### config.mk
export PLATFORM = sky130hd
export DESIGN_NAME = pulse_handshake_tx
export DESIGN_NICKNAME = d
export VERILOG_FILES = /design/src/rtl/pulse_handshake_tx.sv
export SDC_FILE = /design/constraint.sdc
export NUM_CORES = 1
export LEC_CHECK = 0
export CORE_MARGIN = 2
export CORE_UTILIZATION = 41
export CTS_CLUSTER_DIAMETER = 40
export DETAILED_ROUTE_END_ITERATION = 10
export GPL_TIMING_DRIVEN = 0
export PLACE_DENSITY_LB_ADDON = 0.2
export SLEW_MARGIN = 30
export SYNTH_ARGS = -nofsm -noshare
export SYNTH_HDL_FRONTEND = slang
export SYNTH_SLANG_ARGS = --single-unit
export TNS_END_PERCENT = 5
### constraint.sdc
create_clock -name clk_dst -period 2.5 [get_ports clk_dst]
set_clock_uncertainty 0.2 [all_clocks]
set_input_delay 0.375 -clock clk_dst [delete_from_list [all_inputs] [get_ports clk_dst]]
set_output_delay 0.375 -clock clk_dst [all_outputs]
set_load 0.01 [all_outputs]
### src/rtl/pulse_handshake_tx.sv
// pulse_handshake_tx: queues clk_dst event pulses and delivers each over a 4-phase req/ack handshake.
// Optional request timeout is compiled in with the macro PULSE_HANDSHAKE_TX_TIMEOUT_EN.
module pulse_handshake_tx #(
   parameter int CNT_W   = 4,
   parameter int TIMEOUT = 64
) (
   input  logic             clk_dst,
   input  logic             rstn,
   input  logic             pulse_in,
   input  logic             ack_async,
   input  logic             err_clr,
   output logic             req_out,
   output logic             busy,
   output logic [CNT_W-1:0] pending,
   output logic             done_pulse,
   output logic             overflow,
   output logic             timeout_err
);
   typedef enum logic [1:0] {IDLE, REQ, WAIT_LOW} state_t;
   localparam logic [CNT_W-1:0] FULL = '1;
   state_t state, state_d;
   logic ack_m, ack_s, launch, req_d, done_d, abort, ovf_set;
   // two-flop synchronizer for the far-domain acknowledge level
   always_ff @(posedge clk_dst or negedge rstn)
      if (!rstn) begin
         ack_m <= 1'b0;
         ack_s <= 1'b0;
      end else begin
         ack_m <= ack_async;
         ack_s <= ack_m;
      end
`ifdef PULSE_HANDSHAKE_TX_TIMEOUT_EN
   localparam int TW = $clog2(TIMEOUT);
   logic [TW-1:0] tcnt;
   // cycles spent in REQ, restarted on every launch
   always_ff @(posedge clk_dst or negedge rstn)
      if (!rstn) tcnt <= '0;
      else if (launch) tcnt <= '0;
      else if (state == REQ) tcnt <= tcnt + 1'b1;
   assign abort = (state == REQ) && !ack_s && (tcnt == TW'(TIMEOUT - 1));
   // sticky timeout flag; a fresh abort beats a simultaneous clear
   always_ff @(posedge clk_dst or negedge rstn)
      if (!rstn) timeout_err <= 1'b0;
      else timeout_err <= abort | (timeout_err & ~err_clr);
`else
   assign abort       = 1'b0;
   assign timeout_err = 1'b0;
`endif
   // next state, launch decision and next values of the registered outputs
   always_comb begin
      state_d = state;
      req_d   = req_out;
      done_d  = 1'b0;
      launch  = 1'b0;
      case (state)
         IDLE:     if (pending != '0) begin
                      launch  = 1'b1;
                      req_d   = 1'b1;
                      state_d = REQ;
                   end
         REQ:      if (ack_s || abort) begin
                      req_d   = 1'b0;
                      state_d = WAIT_LOW;
                   end
         WAIT_LOW: if (!ack_s) begin
                      done_d  = 1'b1;
                      state_d = IDLE;
                   end
         default:  state_d = IDLE;
      endcase
   end
   // state register and registered handshake outputs
   always_ff @(posedge clk_dst or negedge rstn)
      if (!rstn) begin
         state      <= IDLE;
         req_out    <= 1'b0;
         done_pulse <= 1'b0;
      end else begin
         state      <= state_d;
         req_out    <= req_d;
         done_pulse <= done_d;
      end
   assign ovf_set = pulse_in & ~launch & (pending == FULL);
   // pending counter saturates at FULL; overflow is sticky with set beating clear
   always_ff @(posedge clk_dst or negedge rstn)
      if (!rstn) begin
         pending  <= '0;
         overflow <= 1'b0;
      end else begin
         if (pulse_in & ~launch & ~ovf_set) pending <= pending + 1'b1;
         else if (~pulse_in & launch) pending <= pending - 1'b1;
         overflow <= ovf_set | (overflow & ~err_clr);
      end
   assign busy = (state != IDLE) || (pending != '0);
endmodule
* Word level (Yosys, flattened, before mapping)
Index checks and enable logic that the tools add are counted.
** Cells by class
- Bitwise gates (word level) :: 10
- Reduce and logical (&&, ||, !) cells :: 8
- Muxes and demuxes :: 13
- Equality and inequality tests :: 6
- Add/subtract/negate cells :: 2
** Operator list (number)
- $mux 4 :: 2
- $mux 1 :: 6
- $mux 2 :: 3
- $ne 2x2->1 const B :: 3
- $pmux 2 s3 :: 1
- $reduce_and 3->1 :: 2
- $reduce_bool 2->1 :: 3
- $and 1x1->1 :: 5
- $add 4x1->4 const B :: 1
- $eq 4x4->1 const B :: 1
- $not 1->1 :: 4
- $reduce_bool 4->1 :: 1
- $sub 4x1->4 const B :: 1
- $eq 2x1->1 const B :: 1
- $eq 2x2->1 const B :: 1
- $logic_not 2->1 :: 1
- $pmux 1 s2 :: 1
- $logic_or 1x1->1 :: 1
- $or 1x1->1 :: 1
** Storage, ports and cells
- Flip-flop bits (word level) :: 11
- Word-level logic and storage cells :: 46
- Output and inout port bits :: 9

* Longest topological paths before layout
Gate-level depths: netlist (run 1).
- Depth after elaboration :: 9
- Gate-level depth with buffers :: 7
- Depth with buffers taken out :: 7

* Worst setup path after synthesis (run 1)
No wires, ideal clock.
- Path kind :: reg-to-reg
- Start point :: reg pending[0]
- End point :: reg pending[3]
- Arrival time :: 2.224 ns
- Stages on the path, launching flop included :: 8
- Setup time :: 0.079 ns
- Setup slack :: -0.004 ns
- Buffers on the path :: 0
- Cell sequence :: dfrtp_1 nor4_4 o311ai_2 ha_1 a21o_2 a21oi_1 mux2_4 mux2i_1
** On the way
- Cells in the longest elaborated chain, start to end :: 9
- Elaborated cells between the ends (all ways) :: 15
- Classes of those cells :: add/sub: 2; eq/ne: 1; mux: 4; bitwise: 6; reduce/logical: 2
** RTL lines
- start, declared :: RTL line 14 : output logic [CNT_W-1:0] pending,
- start signal, assigned :: RTL line 90 : if (pulse_in & ~launch & ~ovf_set) pending <= pending + 1'b1;
- start signal, assigned :: RTL line 91 : else if (~pulse_in & launch) pending <= pending - 1'b1;
- $reduce_bool 4->1 :: RTL line 56 : IDLE: if (pending != '0) begin
- $mux 1 :: RTL line 56
- $mux 1 :: RTL line 55 : case (state)
- $not 1->1 :: RTL line 83, 90
- $and 1x1->1 :: RTL line 83, 90
- $and 1x1->1 :: RTL line 83 : assign ovf_set = pulse_in & ~launch & (pending == FULL);
- $not 1->1 :: RTL line 90
- $and 1x1->1 :: RTL line 90
- $mux 4 or $reduce_bool 2->1 (tied branches)
Parallel ways exist; a longest one is shown, timed or not. The select of a mux whose other input is x is not followed.
A chain may end at the register's enable or synchronous reset.

* Worst setup path after layout (run 1)
- Start point :: reg pending[2]
- End point :: reg pending[3]
The elaborated chain is that of the path after synthesis.

==> results of run 1 <==
stage by stage:
| step | setup WS (ns) | total power, W | std cells |
|---|---|---|---|
| after floorplan | 0.0314 | 0.000689 | 50 |
| after global placement | -0.0889 | 0.000852 | 77 |
| after detailed placement | -0.105 | 0.000871 | 77 |
| after CTS | 0.0693 | 0.00103 | 82 |
| after global routing | 0.0236 | 0.00115 | 85 |
| final | 0.139 | 0.00106 | 85 |
worst min path at each step:
stage | startpoint | endpoint | slack [ns] | cells past startpoint
floorplan | rstn | ack_m | -0.12 | 0
global placement | ack_m | ack_s | 0.13 | 0
detailed placement | ack_m | ack_s | 0.14 | 0
CTS | ack_m | ack_s | 0.17 | 0
global route | ack_m | ack_s | 0.18 | 0
finish | ack_m | ack_s | 0.17 | 0
cell families (layout without fill, tap and decap cells):
logic type	after synthesis	count (layout)	share of synthesized area (%)
AO/OA/AOI/OAI	11	11	14.3
XOR/XNOR	2	2	2.99
adder cells (fa/ha/maj)	3	3	7.69
buffers and inverters	6	26	6.62
flip-flops	11	11	47.0
multiplexers	4	4	7.91
other	1	1	0.640
AND/OR/NAND/NOR	12	12	12.8
registers in the layout (all words and copies together) (netlist names):
signal	flops
overflow	1
req_out	1
ack_s	1
ack_m	1
done_pulse	1
state	2
pending	4
synth_stat cells (all sizes together), types with 2 or more instances:
library cell	count	area, um^2
a21oi	3	15.0
buf	4	31.3
dfrtp	11	275
ha	2	25.0
inv	2	7.51
mux2	2	26.3
mux2i	2	20.0
nand2	3	11.3
nor2	4	15.0
xnor2	2	17.5
metal layers:
metal / vias to the layer above / track usage [%] / routed length (um)
met3: 5 / 8.70 / 74
met1: 205 / 18.4 / 532
met4: 0 / 5.81 / 27
li1: 213 / - / -
met2: 11 / 22.5 / 533
met5: - / 0 / 0
worst register-to-register path, delay by kind of cell, from the launching register on:
kind	cells	cell delay (ns)
AOI/OAI and AO/OA	3	0.55
DFF	1	0.45
muxes	2	0.44
and+or+nand+nor	1	0.36
adders and majority gates	1	0.30
cell type report:
cell class / count / area [um^2]
Fill cell: 105 / 519
Inverter: 2 / 7.51
Sequential cell: 11 / 279
Multi-Input combinational cell: 33 / 285
Timing Repair Buffer: 16 / 150
Tap cell: 15 / 18.8
Buffer: 4 / 31.3
Clock buffer: 4 / 26.3
power breakdown:
group          total, W  internal (W)  switching [W]
combinational  0.000609      0.000343       0.000266
clock          0.000119     0.0000618      0.0000572
sequential     0.000336      0.000251      0.0000853
repair_timing:
action	4_1_cts	5_1_grt
pin swaps	1	2
setup buffers	1	3
gates resized for setup	2	3
gates cloned	0	0
hold buffers	0	0
endpoints found under the setup margin	1	1
==> results_dict.tcl, run 1 <==
set metrics [dict create \
    status "finished, final reports clean" \
    cts_buffers 3 \
    rsz0062_at_grt "false" \
    maxCapViolCount 0 \
    cp_top_family "compound AO/OA/AOI/OAI gates" \
    worst_slew_pin_slew_ns 0.539 \
    place_congestion 0.747 \
    hold_ws_ns 0.168 \
    grt.overflow.total 0 \
    synth_cell_types 28 \
    critPathKind "reg -> reg" \
    syn_area_per_cell_um2 11.7 \
    crit_slowest_cell "dfrtp_2" \
    netlist_instances 50 \
    initial_core_util_pct 44.4 \
    antenna_found_initial 0 \
    cts_tree "done" \
    wirelength_mm 1.17 \
    reg2regPathDepth 7 \
    ys_seq_elements 11 \
    via_per_inst 5.11 \
    layout_min_cycle_time_ns 2.36 \
    slowest_delay_ns 0.45 \
    final_cell_mix "12 x clkdlybuf4s50_1, 8 x dfrtp_1, 6 x buf_4" \
    r2r_start "pending[2]" \
    crit_path_start_kind "register" \
    die_area_um2 1750 \
    grt_usage_pct 15.3 \
    drive_gt1_share_pct 27.1 \
    final_core_util_pct 60.6 \
    final_common_cell "clkdlybuf4s50_1" \
    wire_per_inst_um 13.7 \
    route.detailed.drc 0 \
    fin_nets 79 \
    path_depth 7 \
    io_pins 14 \
    cts_sinks 11 \
    hold_class "reg -> reg" \
    maxClockFrequency_ghz 0.424 \
    startpoint "pending[2]" \
    rrSetupSlack_ns 0.14 \
    crit_chain "nor4_4 -> o311ai_4 -> ha_1 -> a21o_2 -> a21oi_2 -> mux2_4 -> mux2i_1" \
    antennaDiodeCount 0 \
    area_delta_synth_final_pct 36.3 \
    final_area_um2 798 \
    synth-main-ff-cell "dfrtp_1" \
    endpoint "pending[3]" \
    dr.pass1.iters 2 \
    clock_latency_ns 0.27 \
    mappedNetlistArea_um2 586 \
    slew_viol_final 0 \
    postRouteAntennaNets 0 \
    ys_warn_count 0 \
    synth-seq-area-share_pct 47.0 \
    setup_viol 0 \
    drtIter0Drc 4 \
    hold_viol 0 \
    ir_drop_v 0.000627 \
    synth_nets 58 \
    grt_max_degree 12 \
    synth-edff-count 0 \
    tns_ns 0 \
    fin_crit_sh_pct 94.4 \
    clockBufferDepth 2 \
    placed_area_um2 724 \
    path_buf_inv 0 \
    power.leakage_nw 0.340 \
    fp-row-count 13 \
    critPathArrivalTime_ns 2.36 \
    hpwl_um 766 \
    async_flop_share_pct 100 \
    crit_fanout 5 \
    vias 434 \
    grt_pass1_vias 442 \
    cts.clk_slew.worst_paths_ns 0.07 \
    h-tree-depth 1 \
    maxSlewHeadroom_pct 63.7 \
    reg2reg_to "pending[3]" \
    portBuffers 12 \
    coreArea_um2 1320 \
    die_w_um 41.8 \
    die_y_um 41.8 \
    power_density_nw_per_um2 1330 \
    required_ns 2.50 \
    crit_path_end_kind "register" \
    grt_pass1_wl_mm 1.97 \
    cts-root-buf "clkbuf_4" \
]
No activity file was read; power rests on OpenSTA's default activity.
==> inputs of run 2 (changes only) <==
--- a/config.mk
+++ b/config.mk
@@ -5,6 +5,7 @@
 export SDC_FILE = /design/constraint.sdc
 export NUM_CORES = 1
 export LEC_CHECK = 0
+export ABC_AREA = 1
 export CORE_MARGIN = 2
 export CORE_UTILIZATION = 41
 export CTS_CLUSTER_DIAMETER = 40
@@ -15,4 +16,3 @@
 export SYNTH_ARGS = -nofsm -noshare
 export SYNTH_HDL_FRONTEND = slang
 export SYNTH_SLANG_ARGS = --single-unit
-export TNS_END_PERCENT = 5
==> results_dict.tcl, run 2 <==
set metrics [dict create \
    status "finished, final reports clean" \
    ys_warn_count 0 \
    maxCapViolCount 0 \
    reg2regPathDepth 12 \
    vias 439 \
    synth_commonest_cells "17 x nand2_1, 11 x dfrtp_1, 7 x inv_1" \
    required_ns 2.46 \
    reg2reg_to "pending[3]" \
    grt_pass1_vias 366 \
    dr.pass1.iters 3 \
    ys_seq_elements 11 \
    power_density_nw_per_um2 1280 \
    io_pins 14 \
    final_common_cell "nand2_1" \
    crit_fanout 8 \
    hold_class "reg -> reg" \
    postRouteAntennaNets 0 \
    p_total_w 0.000919 \
    fp-row-count 13 \
    grt.overflow.total 0 \
    cts_resized 0 \
    async_flop_share_pct 100 \
    yosysMostFrequentCell "nand2_1" \
    drive_gt1_share_pct 10.3 \
    hold_start "ack_m" \
    maxClockFrequency_ghz 0.485 \
    rsz0062_at_grt "false" \
    largestRegisters "pending: 4 flops, state: 2 flops" \
    pre_cts_ws_ns 0.309 \
    synth_nets 70 \
    grt_pass1_wl_mm 1.51 \
    wirelength_um 955 \
    hold_viol 0 \
    die_area_um2 1660 \
    dp.cells 89 \
    r2r_start "pending[0]" \
    cts_buffers 3 \
    tns_ns 0 \
    initial_core_util_pct 43.1 \
    synth-seq-area-share_pct 49.7 \
    seqPwrFrac_pct 34.0 \
    final_cell_mix "17 x nand2_1, 12 x clkdlybuf4s50_1, 11 x dfrtp_1" \
    cts_sinks 11 \
    p_sw_share_pct 41.8 \
    grt_max_degree 12 \
    portBuffers 12 \
    yosys.area.top_type_share_pct 49.7 \
    mappedNetlistArea_um2 554 \
    clock_latency_ns 0.26 \
    coreArea_um2 1280 \
    critPathKind "reg -> reg" \
    wire_per_inst_um 10.3 \
    via_per_inst 4.72 \
    stdcell_count 93 \
    top_register "pending" \
    synth_cell_types 19 \
    cts_tree "done" \
    place_congestion 0.707 \
    syn_area_per_cell_um2 8.94 \
    setup_viol 0 \
    drtIter0Drc 1 \
    synth_top_area_cell "dfrtp_1" \
    power.leakage_nw 0.356 \
    cts.clk_slew.worst_paths_ns 0.07 \
    cts-root-buf "clkbuf_4" \
    hold_end "ack_s" \
    cts_hold_buffers 0 \
    fin_nets 87 \
    hold_ws_ns 0.149 \
    antennaDiodeCount 0 \
    synth.area.top_cells "dfrtp_1 50%, nand2_1 12%, inv_1 4.7%" \
    p_sw_w 0.000384 \
    grt_usage_pct 15.2 \
    largest_register_ff_count 4 \
    critPathArrivalTime_ns 2.02 \
    die_y_um 40.8 \
    crit_path_start_kind "register" \
    combPwrFrac_pct 53.4 \
    netlist_instances 62 \
    area_delta_synth_final_pct 29.8 \
    hpwl_um 736 \
    holdPathStages 0 \
    synth-edff-count 0 \
    clockBufferDepth 2 \
    synth-main-ff-cell "dfrtp_1" \
    ir_drop_v 0.000595 \
    layout_min_cycle_time_ns 2.06 \
    clkPwrFrac_pct 12.6 \
    route.detailed.drc 0 \
    die_w_um 40.8 \
    intPower_w 0.000535 \
    post_cts_buffers 0 \
    slew_viol_final 0 \
    crit_path_end_kind "register" \
    fin_crit_sh_pct 82.4 \
    h-tree-depth 1 \
    worst_slack_ns 0.440 \
    rrSetupSlack_ns 0.44 \
    antenna_found_initial 0 \
]
run 2: metal layers:
layer  GRT usage, %  wire, um
met4           12.5        19
met3           6.52        44
met1           16.5       448
met2           22.6       442
met5              0         0
run 2: layout make-up:
type	instances	area, um^2
buffer	1	7.51
clock buffer	4	26.3
fill	120	566
inverter	7	26.3
multi-input combinational	43	245
sequential	11	275
tap	15	18.8
timing repair buffer	12	120
run 2: power groups by stage:
stage	clock network (W)	logic, W	registers, W
global placement	0	0.000485	0.000316
global route	0.000128	0.000570	0.000327
detailed placement	0	0.000495	0.000317
CTS	0.000122	0.000498	0.000314
floorplan	0	0.000323	0.000325
finish	0.000115	0.000491	0.000313
run 2: cell families (layout without fill, tap and decap cells):
kind of cell,after synthesis,in the layout,synth area share (%)
and+or+nand+nor,32,32,27.8
DFF,11,11,49.7
buffers and inverters,8,24,6.10
AOI/OAI and AO/OA,6,6,6.10
adders and majority gates,3,3,8.13
other,1,1,0.677
xor gates and xnor gates,1,1,1.58
run 2: worst max path at each step:
stage,startpoint,to,slack (ns),cells after the start
2_1_floorplan,pending[0],pending[3],0.55,12
3_3_place_gp,pulse_in,pending[3],0.34,10
3_5_place_dp,pulse_in,pending[3],0.31,10
4_1_cts,pending[0],pending[3],0.41,12
5_1_grt,pending[0],pending[3],0.24,12
6_report,pending[0],pending[3],0.44,12
run 2: critical path: stages, from the launching register on:
cell and delay, ns:
dfrtp_1 0.47, nor2_2 0.16, nand2_1 0.08, nand2_2 0.12
nand3_4 0.13, ha_1 0.30, nand2_1 0.06, nand2_1 0.07
a21o_1 0.17, nand2_2 0.07, nand2_1 0.05, nand2_1 0.05
nand2_1 0.04
run 2: through the flow:
step	utilization, %	instance area, um^2
2_1_floorplan	-	554
3_3_place_gp	53.9	693
3_5_place_dp	53.9	693
4_1_cts	56.0	719
5_1_grt	56.0	719
6_report	56.0	719
==> inputs of run 3 (changes only) <==
==> constraint.sdc (replaced) <==
create_clock -name clk_dst -period 1.75 [get_ports clk_dst]
set_clock_uncertainty 0.2 [all_clocks]
set_input_delay 0.2625 -clock clk_dst [delete_from_list [all_inputs] [get_ports clk_dst]]
set_output_delay 0.2625 -clock clk_dst [all_outputs]
set_load 0.01 [all_outputs]
==> results_dict.tcl, run 3 (synthesis results as in run 2) <==
set metrics [dict create \
    setup_viol 3 \
    crit_fanout 3 \
    tns_ns -0.469 \
    p_sw_w 0.000695 \
    worst_slack_ns -0.170 \
    grt_max_degree 12 \
    antenna_found_initial 0 \
    stdcell_count 104 \
    grt_pass1_wl_mm 1.91 \
    cts.clk_slew.worst_paths_ns 0.06 \
    violations "setup timing" \
    wire_per_inst_um 11.5 \
    drtIter0Drc 2 \
    layout_min_cycle_time_ns 1.92 \
    clkPwrFrac_pct 9.9 \
    top_register "pending" \
    crit_path_start_kind "register" \
    cts_buffers 3 \
    vias 502 \
    maxCapViolCount 0 \
    hold_ws_ns 0.129 \
    power.leakage_nw 0.420 \
    io_pins 14 \
    fin_crit_sh_pct 110 \
    h-tree-depth 1 \
    dp.cells 89 \
    slowest_delay_ns 0.44 \
    wirelength_mm 1.20 \
    antennaDiodeCount 0 \
    hpwl_um 745 \
    die_w_um 40.8 \
    die_area_um2 1660 \
    clock_latency_ns 0.26 \
    cts-root-buf "clkbuf_4" \
    path_common_cell "nand2_2" \
    dr.pass1.iters 4 \
    ir_drop_v 0.000834 \
    drive_gt1_share_pct 34.8 \
    crit_chain "nor2_4 -> nand2_2 -> nand2_2 -> nand3_4 -> ha_4 -> nand2_2 -> nand2_2 -> a21o_1 -> nand2_2 -> nand2_1 -> nand2_1 -> nand2_1" \
    area_delta_synth_final_pct 56.0 \
    p_sw_share_pct 41.3 \
    fin_nets 98 \
    intPower_w 0.000987 \
    required_ns 1.71 \
    die_y_um 40.8 \
    fillers 109 \
    portBuffers 12 \
    grt.overflow.total 0 \
    cts_tree "done" \
    cp_top_family "simple AND/OR/NAND/NOR gates" \
    critPathKind "reg -> reg" \
    place_congestion 0.772 \
    via_per_inst 4.83 \
    critPathArrivalTime_ns 1.88 \
    grt_usage_pct 18.5 \
    status "finished with violations" \
    seqPwrFrac_pct 25.5 \
    final_common_cell "nand2_1" \
    postRouteAntennaNets 0 \
    slew_viol_final 0 \
    clockBufferDepth 2 \
    coreArea_um2 1280 \
    crit_slowest_cell "dfrtp_2" \
    hold_class "in -> async" \
    path_buf_inv 0 \
    route.detailed.drc 0 \
    largest_register_ff_count 4 \
    rsz0062_at_grt "true" \
    largestRegisters "pending: 4 flops, state: 2 flops" \
    initial_core_util_pct 43.1 \
    grt_pass1_vias 480 \
    cts_sinks 11 \
    final_cell_mix "14 x nand2_1, 10 x buf_4, 8 x dfrtp_1" \
    combPwrFrac_pct 64.6 \
    power_density_nw_per_um2 1950 \
    p_total_w 0.00168 \
    hold_viol 0 \
    fp-row-count 13 \
    crit_path_end_kind "register" \
    maxClockFrequency_ghz 0.521 \
]
==> run 3: final cells by class <==
cell class	count	area [um^2]	share of cell area, %
clock buffers	4	26.3	3.04
multi-input cells	43	294	34.0
well taps	15	18.8	2.17
repair buffers	23	213	24.6
plain buffers	1	7.51	0.868
flip-flops and latches	11	279	32.3
inverters	7	26.3	3.04
==> run 3: worst paths after layout <==
path / from / endpoint / slack [ns] / depth (start not counted)
min reg2reg: ack_m / ack_s / 0.15 / 0
min in group clk_dst: ack_m / ack_s / 0.15 / 0
max: pending[1] / pending[3] / -0.17 / 12
min: rstn / state[1] / 0.13 / 1
max in group asynchronous: rstn / pending[2] / 0.86 / 1
max reg2reg: pending[1] / pending[3] / -0.17 / 12
==> run 3: power groups by stage <==
stage               combinational, W  clock (W)  sequential, W
CTS                         0.000953   0.000175       0.000413
global placement            0.000740          0       0.000467
global route                 0.00122   0.000198       0.000443
floorplan                   0.000494          0       0.000483
finish                       0.00109   0.000166       0.000430
detailed placement          0.000772          0       0.000467
==> run 3: stage by stage <==
stage / cell area [um^2] / util, % / setup WS (ns)
after floorplan: 583 / - / -0.158
final: 865 / 67.3 / -0.170
after CTS: 820 / 63.8 / -0.165
after detailed placement: 722 / 56.2 / -0.298
after global placement: 722 / 56.2 / -0.287
after global routing: 865 / 67.3 / -0.285
==> run 3: layer usage <==
layer | vias to the layer above | track usage, % | routed length, um
met1 | 238 | 20.9 | 542
met5 | - | 0 | 0
met2 | 13 | 29.8 | 579
li1 | 251 | - | -
met4 | 0 | 5.83 | 0
met3 | 0 | 9.78 | 78
==> run 3: worst reg2reg max path: stages (launching register included) <==
cell     delay (ns)
dfrtp_2        0.44
nor2_4         0.14
nand2_2        0.07
nand2_2        0.09
nand3_4        0.11
ha_4           0.26
nand2_2        0.05
nand2_2        0.07
a21o_1         0.18
nand2_2        0.06
nand2_1        0.05
nand2_1        0.06
nand2_1        0.04
==> run 3: what timing repair did <==
action | CTS | global route
endpoints found under the setup margin | 4 | 4
pin swaps | 0 | 10
hold buffers | 0 | 0
gates resized for setup | 6 | 8
buffers inserted | 10 | 1
